===== src/rtl/ctrl_pkg.sv =====
// rtl/ctrl_pkg.sv - microinstruction field layout and sequencer encodings
package ctrl_pkg;

    localparam int UADDR_W  = 7;
    localparam int UINSTR_W = 45;
    localparam int CR_LSB   = 0;
    localparam int NS_LSB   = 7;
    localparam int CS_LSB   = 10;
    localparam int INV_BIT  = 13;
    localparam int CTRL_LSB = 14;
    localparam int CTRL_W   = UINSTR_W - CTRL_LSB;
    localparam int WCNT_W   = 8;

    typedef enum logic [2:0] {
        NS_INC  = 3'd0,
        NS_JMP  = 3'd1,
        NS_BR   = 3'd2,
        NS_DISP = 3'd3,
        NS_CALL = 3'd4,
        NS_RET  = 3'd5,
        NS_WAIT = 3'd6,
        NS_RST  = 3'd7
    } ns_e;

    typedef enum logic [2:0] {
        CS_ONE    = 3'd0,
        CS_MOC    = 3'd1,
        CS_CCZ    = 3'd2,
        CS_CPASS  = 3'd3,
        CS_DVALID = 3'd4,
        CS_RSV5   = 3'd5,
        CS_RSV6   = 3'd6,
        CS_RSV7   = 3'd7
    } cs_e;

endpackage


===== src/rtl/ustack.sv =====
// rtl/ustack.sv - return-address LIFO for microsubroutine calls
module ustack
    import ctrl_pkg::*;
#(
    parameter  int DEPTH = 4,
    localparam int SP_W  = $clog2(DEPTH + 1),
    localparam int AW    = $clog2(DEPTH)
) (
    input  logic               clk,
    input  logic               rst_n,
    input  logic               push,
    input  logic               pop,
    input  logic [UADDR_W-1:0] din,
    output logic [UADDR_W-1:0] dout,
    output logic [SP_W-1:0]    sp,
    output logic               full,
    output logic               empty
);

    logic [UADDR_W-1:0] mem [DEPTH];
    logic [AW-1:0]      wr_ptr;
    logic [AW-1:0]      top_ptr;

    assign full    = (sp == SP_W'(DEPTH));
    assign empty   = (sp == '0);
    assign wr_ptr  = sp[AW-1:0];
    assign top_ptr = AW'(sp - 1'b1);
    assign dout    = mem[top_ptr];

    always_ff @(posedge clk or negedge rst_n) begin
        if (!rst_n) begin
            sp <= '0;
        end else if (push && !full) begin
            sp <= sp + 1'b1;
        end else if (pop && !empty) begin
            sp <= sp - 1'b1;
        end
    end

    // Contents are don't-care after reset, so the array carries no reset.
    always_ff @(posedge clk) begin
        if (push && !full) begin
            mem[wr_ptr] <= din;
        end
    end

endmodule


===== src/rtl/microsequencer.sv =====
// rtl/microsequencer.sv - micro-PC, next-address select, wait timer and error flags
module microsequencer
    import ctrl_pkg::*;
#(
    parameter int STACK_DEPTH = 4,
    parameter int WAIT_LIMIT  = 255
) (
    input  logic                clk,
    input  logic                rst_n,
    input  logic [UINSTR_W-1:0] uinstr,
    input  logic                moc,
    input  logic                cond_pass,
    input  logic                ccz,
    input  logic [UADDR_W-1:0]  decode_addr,
    input  logic                decode_valid,
    input  logic                stall,
    output logic [UADDR_W-1:0]  index,
    output logic [CTRL_W-1:0]   ctrl,
    output logic                waiting,
    output logic                stk_ovf,
    output logic                stk_unf,
    output logic                wait_tmo
);

    localparam int SP_W = $clog2(STACK_DEPTH + 1);
    localparam logic [WCNT_W-1:0] WAIT_MAX = WCNT_W'(WAIT_LIMIT);

    ns_e                ns;
    cs_e                cs;
    logic [UADDR_W-1:0] cr;
    logic [UADDR_W-1:0] inc;
    logic [UADDR_W-1:0] next_index;
    logic [UADDR_W-1:0] ret_addr;
    logic [WCNT_W-1:0]  wait_cnt;
    logic [WCNT_W-1:0]  cnt_next;
    logic [SP_W-1:0]    stk_sp_unused;
    logic               sel;
    logic               cond;
    logic               push;
    logic               pop;
    logic               full;
    logic               empty;
    logic               set_ovf;
    logic               set_unf;
    logic               set_tmo;

    assign ctrl = uinstr[UINSTR_W-1:CTRL_LSB];
    assign ns   = ns_e'(uinstr[NS_LSB +: 3]);
    assign cs   = cs_e'(uinstr[CS_LSB +: 3]);
    assign cr   = uinstr[CR_LSB +: UADDR_W];
    assign inc  = index + 1'b1;

    always_comb begin
        sel = 1'b0;
        case (cs)
            CS_ONE:    sel = 1'b1;
            CS_MOC:    sel = moc;
            CS_CCZ:    sel = ccz;
            CS_CPASS:  sel = cond_pass;
            CS_DVALID: sel = decode_valid;
            default:   sel = 1'b0;
        endcase
        cond = sel ^ uinstr[INV_BIT];
    end

    always_comb begin
        next_index = inc;
        cnt_next   = wait_cnt;
        waiting    = 1'b0;
        push       = 1'b0;
        pop        = 1'b0;
        set_ovf    = 1'b0;
        set_unf    = 1'b0;
        set_tmo    = 1'b0;
        case (ns)
            NS_INC: next_index = inc;
            NS_JMP: next_index = cr;
            NS_BR:  next_index = cond ? cr : inc;
            NS_DISP: begin
                if (decode_valid) begin
                    next_index = decode_addr;
                end else begin
                    next_index = index;
                    waiting    = 1'b1;
                end
            end
            NS_CALL: begin
                next_index = cr;
                push       = !full;
                set_ovf    = full;
            end
            NS_RET: begin
                next_index = empty ? '0 : ret_addr;
                pop        = !empty;
                set_unf    = empty;
            end
            NS_WAIT: begin
                if (moc) begin
                    cnt_next = '0;
                end else if (wait_cnt == WAIT_MAX) begin
                    // Counter has already spent WAIT_LIMIT extra cycles: abandon the access.
                    next_index = '0;
                    cnt_next   = '0;
                    set_tmo    = 1'b1;
                    waiting    = 1'b1;
                end else begin
                    next_index = index;
                    cnt_next   = wait_cnt + 1'b1;
                    waiting    = 1'b1;
                end
            end
            NS_RST: begin
                next_index = '0;
                cnt_next   = '0;
            end
            default: next_index = inc;
        endcase
    end

    ustack #(
        .DEPTH (STACK_DEPTH)
    ) u_stack (
        .clk   (clk),
        .rst_n (rst_n),
        .push  (push && !stall),
        .pop   (pop && !stall),
        .din   (inc),
        .dout  (ret_addr),
        .sp    (stk_sp_unused),
        .full  (full),
        .empty (empty)
    );

    always_ff @(posedge clk or negedge rst_n) begin
        if (!rst_n) begin
            index    <= '0;
            wait_cnt <= '0;
            stk_ovf  <= 1'b0;
            stk_unf  <= 1'b0;
            wait_tmo <= 1'b0;
        end else if (!stall) begin
            index    <= next_index;
            wait_cnt <= cnt_next;
            stk_ovf  <= stk_ovf | set_ovf;
            stk_unf  <= stk_unf | set_unf;
            wait_tmo <= wait_tmo | set_tmo;
        end
    end

endmodule


===== config.mk =====
export PLATFORM = sky130hd
export DESIGN_NAME = microsequencer
export DESIGN_NICKNAME = d
export VERILOG_FILES = /design/src/rtl/ctrl_pkg.sv /design/src/rtl/ustack.sv /design/src/rtl/microsequencer.sv
export SDC_FILE = /design/constraint.sdc
export NUM_CORES = 1
export LEC_CHECK = 0
export BUFFER_PORTS_ARGS = -buffer_cell sky130_fd_sc_hd__buf_2
export CAP_MARGIN = 0
export CORE_MARGIN = 2
export CORE_UTILIZATION = 45
export DETAILED_ROUTE_END_ITERATION = 12
export PLACE_DENSITY = 0.73
export RECOVER_POWER = 25
export SYNTH_ARGS = -nofsm -noshare
export SYNTH_HDL_FRONTEND = slang
export SYNTH_SLANG_ARGS = --single-unit

===== constraint.sdc =====
create_clock -name clk -period 5.3 [get_ports clk]
set_input_delay 0.53 -clock clk [delete_from_list [all_inputs] [get_ports clk]]
set_output_delay 0.53 -clock clk [all_outputs]
set_load 0.01 [all_outputs]

After elaboration in Yosys (flattened, before gate mapping)
Memory sizes are Yosys's and may differ from the RTL's. Cells that the tools add are included.

Memories kept: 1. Flip-flop bits (word level): 21. Output and inout bits: 42. Word-level logic and storage cells: 70. Bits in writable memories: 28.

Bitwise logic cells: 5. Equal/unequal tests: 15. Add/subtract/negate cells: 4. Muxes and demuxes: 24. Reductions and logical operators: 15.

Memory list: u_stack.mem (depth 4, bits a word 7, rd ports 1, clocked after memory_dff 0, wr ports 1, line ustack.sv:20) `logic [UADDR_W-1:0] mem [DEPTH];`.

Operators with widths (count): $pmux 7 s7 (1); $mux 7 (5); $eq 3x3->1 const B (6); $mux 8 (2); $pmux 8 s2 (1); $eq 3x2->1 const B (4); $mux 1 (11); $logic_not 3->1 (3); $add 8x1->8 const B (1); $eq 8x8->1 const B (1); $add 7x1->7 const B (1); $eq 3x1->1 const B (2); $mux 3 (2); $pmux 1 s5 (1); $logic_and 1x1->1 (4); $reduce_bool 2->1 (2); $add 3x1->3 const B (1); $logic_not 1->1 (3); $ne 3x3->1 const B (1); $or 1x1->1 (3); $reduce_and 3->1 (1); $sub 3x1->3 const B (1); $ne 2x2->1 const B (1); $pmux 1 s2 (1); 4 further kinds (4).

Depth between registers and ports, before layout
Depth in word-level cells: 7. Depth in mapped cells: 9. Gate-level depth less buffers: 8.

Modules after synthesis
A second synthesis with hierarchy kept.

Cell total of the unflattened synthesis: 273. Area, all modules: 2919.0 um^2.

By module, submodules not included: microsequencer (cells an instance 205, seq. area each 450.4 um^2, instances 1, area each 1615.3 um^2); ustack (cells an instance 68, seq. area each 915.9 um^2, instances 1, area each 1303.8 um^2).

Least setup slack after synthesis
Ideal clock, no wire load.

Path type: register to register. Start: register u_stack.sp[0]. End: register index[2]. Buffers on the path: 2. Setup time: 126 ps. Slack: 2767 ps. Data arrival time: 2407 ps. Cell stages (with the launch flop): 10. Required time: 5174 ps. Path through: dfrtp_1 -> clkbuf_1 -> inv_1 -> ha_1 -> buf_1 -> mux4_2 -> nand2_1 -> o311a_1 -> mux2i_1 -> a311o_1.

Cells in the longest elaborated chain, start to end: 4. Elaborated cells between the ends (all ways): 5. Classes of those cells: 1 x add/sub; 2 x mux; 1 x reduce/logical; 1 x memory.

RTL lines: start: declaration (line ustack.sv:15) `output logic [SP_W-1:0] sp,`; start signal: assignment (line ustack.sv:34) `sp <= sp + 1'b1;`; start signal: assignment (line ustack.sv:36) `sp <= sp - 1'b1;`; $sub 3x1->3 (line ustack.sv:27) `assign top_ptr = AW'(sp - 1'b1);`; $mem_v2 4x7; $mux 7 * (line microsequencer.sv:93) `next_index = empty ? '0 : ret_addr;`; $pmux 7 s7 * (line microsequencer.sv:75) `case (ns)`; end signal: assignment (line microsequencer.sv:142) `index <= next_index;`; end: declaration (line microsequencer.sv:17) `output logic [UADDR_W-1:0] index,`.

Every way passes the cells marked *; elsewhere a longest branch is shown, timed or not. A chain may end at the register's enable or synchronous reset.

Worst setup path after layout
Start: register u_stack.sp[0]. End: memory u_stack.mem[2][4], enable pin.

Cells in the longest elaborated chain, start to end: 7.

RTL lines: $eq 3x3->1 (line ustack.sv:24) `assign full = (sp == SP_W'(DEPTH));`; $logic_not 1->1 (line ustack.sv:42, microsequencer.sv:89); $mux 1 (line microsequencer.sv:75); $logic_and 1x1->1 (line microsequencer.sv:125) `.push (push && !stall),`; $logic_and 1x1->1 (line ustack.sv:42) `if (push && !full) begin`; $mux 1 (line ustack.sv:42); $mux 1 (implied by the code) (line ustack.sv:43) `mem[wr_ptr] <= din;`; end: declaration (line ustack.sv:20).

Several ways; a longest one is shown, not always the timed one.

==> qor.yml <==
yosys:
  synth_top_area_share_pct: 28.33
  synth_edf_count: 28
  synth-seq-cells: 49
  synth_cell_type_count: 59
  yosysWarnings: 0
  syn_area_sq_um: 2968
  netlist_instances: 265
  synth_area_leaders: "edfxtp_1, dfrtp_1, buf_4"
  async_flop_share_pct: 42.86
  synth_fp_nets: 332
  syn_area_per_cell_sq_um: 11.20
  yosysTopAreaCell: "edfxtp_1"
  yosysSeqAreaShare_pct: 46.04
  synth_ff_type: "edfxtp_1"
layout:
  fin_cells: 349
  final_common_cell: "buf_2"
  syn_to_final_growth_pct: 4.174
  post_route_cells_drive_above_1_share_pct: 20.59
  nNetsFinal: 338
  layout_common_cells: "buf_2, edfxtp_1, nor2_1, dfrtp_1, nand3_1"
  n_antenna_cell: 0
placed_design:
  portBuffers: 38
  dp.cells: 341
  routabilityCongestion: 0.8836
  post-place-ws_ns: 2.705
  dpl.hpwl_um: 4828
route:
  via_count: 2083
  wirelength_um: 6398
  via_per_inst: 5.968
  drcViolationCount: 0
  wirelength_met1_um: 2723
  top_layer: "met4"
  wl_met3_um: 538
  route.met2.wl_um: 3030
  post_drt_wl_per_cell_um: 18.33
  drtIter0Drc: 140
  ant_nets: 0
  firstDrtPassIters: 4
cts:
  h-tree-depth: 2
  cts_setup_buffers: 0
  root_buffer: "clkbuf_8"
  clockBufferDepth: 2
  cts_made_buffers: 5
  path_clk_slew_ns: 0.10
  cts_hold_buf: 0
  cts.sinks: 49
  worstSkewPairLatency_ns: 0.31
  cts_resized: 0
  cts_tree: "yes"
setup_path:
  critPathLaunch: "u_stack.sp[0]"
  worst_path_largest_cell_delay_ns: 0.67
  cp_cell_sequence: "inv_1 -> ha_1 -> ha_1 -> nor3_1 -> and3_1"
  r2r-start: "u_stack.sp[0]"
  worstPathArrival_ns: 2.56
  worst_path_most_repeated_cell: "ha_1"
  criticalPathCategory: "reg2reg"
  critPathLaunchType: "flip-flop"
  worst_path_max_delay_cell: "dfrtp_1"
  worst_r2r_endpoint: "u_stack.mem[2][4]"
  worstSetupEndpoint: "u_stack.mem[2][4]"
  r2r_slack_ns: 2.72
  ff2ff_path_depth: 5
  crit_required_ns: 5.28
  crit_fanout: 10
  end_kind: "flip-flop"
timing:
  max_freq_ghz: 0.3875
  drv_slew: 0
  grt_setup_unrepaired: "false"
  setup_viol: 0
  period_share_pct: 48.69
  finalHoldViolations: 0
  worst_slew_pin_slew_ns: 1.173
  slew_headroom_pct: 21.81
  fin_tns_setup_ns: 0
  skew_ns: 0.003974
  period_minus_slack_ns: 2.581
  fin_ws_ns: 2.719
die:
  core_sq_um: 6350
  initial_utilization_pct: 46.74
  die_x_um: 85.21
  pin_count: 101
  rows: 29
  dieArea_sq_um: 7261
  fp.dieH_um: 85.21
run:
  max_cap_violations: 0
power_and_ir_drop:
  seqPwrFrac_pct: 45.8
  clock_power_share_pct: 21.1
  pwr-share-comb_pct: 33.1
  ir_drop_uv: 208.2
  swShare_pct: 35.07
  p_switching_uw: 399.5
  p_per_area_nw_per_um2: 368.5
  internal_power_uw: 739.8
  leakagePower_nw: 1.228
run_status:
  status: "finished, final reports clean"
global_route:
  grt_max_degree: 26
  overflow: 0
  grt_usage_pct: 18.28
  grt_pass1_vias: 2027
  antenna_found_initial: 0
  grt_first_pass_wirelength_um: 10340
worst_hold_path:
  hp-class: "in2async"
## registers in the layout (all words and copies together) (netlist names)
name,count
u_stack.sp,3
stk_ovf,1
index,7
u_stack.mem,28
stk_unf,1
wait_cnt,8
wait_tmo,1
## cells in the mapped netlist, types with 2 or more instances
cell type / count
buf_4: 31
edfxtp_1: 28
nor2_1: 26
dfrtp_1: 21
nand3_1: 13
xnor2_1: 11
inv_1: 9
a21oi_1: 8
clkbuf_1: 8
ha_1: 8
nand2_1: 8
and3_1: 7
mux4_2: 7
mux2i_1: 6
a221oi_1: 4
a41oi_1: 4
nor3_1: 4
a22oi_1: 3
a31o_1: 3
and2_1: 3
mux2_1: 3
nor2b_1: 3
o31ai_1: 3
xor2_1: 3
a21o_1: 2
a311o_1: 2
a32oi_1: 2
nand2b_1: 2
nand3b_1: 2
or2_1: 2
## power by group through the flow
stage | registers [mW] | logic (mW) | clock network (mW)
finish | 0.522 | 0.377 | 0.240
global route | 0.531 | 0.414 | 0.257
CTS | 0.523 | 0.379 | 0.245
global placement | 0.530 | 0.369 | 0
floorplan | 0.515 | 0.290 | 0
detailed placement | 0.530 | 0.377 | 0
## per-layer routing
| metal | GRT usage (%) | up-vias |
|---|---|---|
| li1 | - | 979 |
| met1 | 25.46 | 1008 |
| met2 | 27.98 | 85 |
| met3 | 4.961 | 11 |
| met4 | 5.772 | 0 |
| met5 | 0 | - |
## final cells by class
class                      instances  area (sq um)
timing repair buffer              39         196.4
tap                               77         96.34
inverter                           9         33.78
clock inverter                     3         28.78
clock buffer                       5         68.82
fill                             538          3258
multi-input combinational        167          1301
sequential                        49          1366
## through the flow
| stage | utilization, % | cell area (sq um) | hold WS (ns) | power [mW] |
|---|---|---|---|---|
| after floorplan | - | 2968 | 0.2344 | 0.8048 |
| after global placement | 47.17 | 2995 | 0.4383 | 0.8982 |
| after detailed placement | 47.17 | 2995 | 0.4460 | 0.9070 |
| after CTS | 48.71 | 3093 | 0.1902 | 1.147 |
| after global routing | 48.69 | 3092 | 0.5117 | 1.202 |
| final | 48.69 | 3092 | 0.4266 | 1.139 |
## worst min-delay path by stage
stage	endpoint	start	depth (start not counted)	slack [ns]
after global placement	wait_tmo	wait_tmo	1	0.44
after CTS	stk_ovf	rst_n	1	0.19
after floorplan	index[0]	rst_n	0	0.23
after detailed placement	wait_tmo	wait_tmo	1	0.45
final	index[4]	rst_n	1	0.43
after global routing	wait_tmo	wait_tmo	1	0.51
## critical path, delay by kind of cell, from the launching register on
| kind | cells | cell delay, ns |
|---|---|---|
| AND/OR/NAND/NOR | 2 | 0.89 |
| flip-flops | 1 | 0.67 |
| adder cells (fa/ha/maj) | 2 | 0.49 |
| buffers and inverters | 1 | 0.19 |
## logic make-up (layout without fill, tap and decap cells)
family,Yosys count,after routing,share of synthesized area (%)
compound gates,48,48,13.36
xor+xnor,14,14,4.132
fa+ha+maj,8,8,3.373
buf+inv,49,56,10.12
flops,49,49,46.04
mux,17,17,8.853
simple gates,80,80,14.12
(Power assumes the default switching activity.)
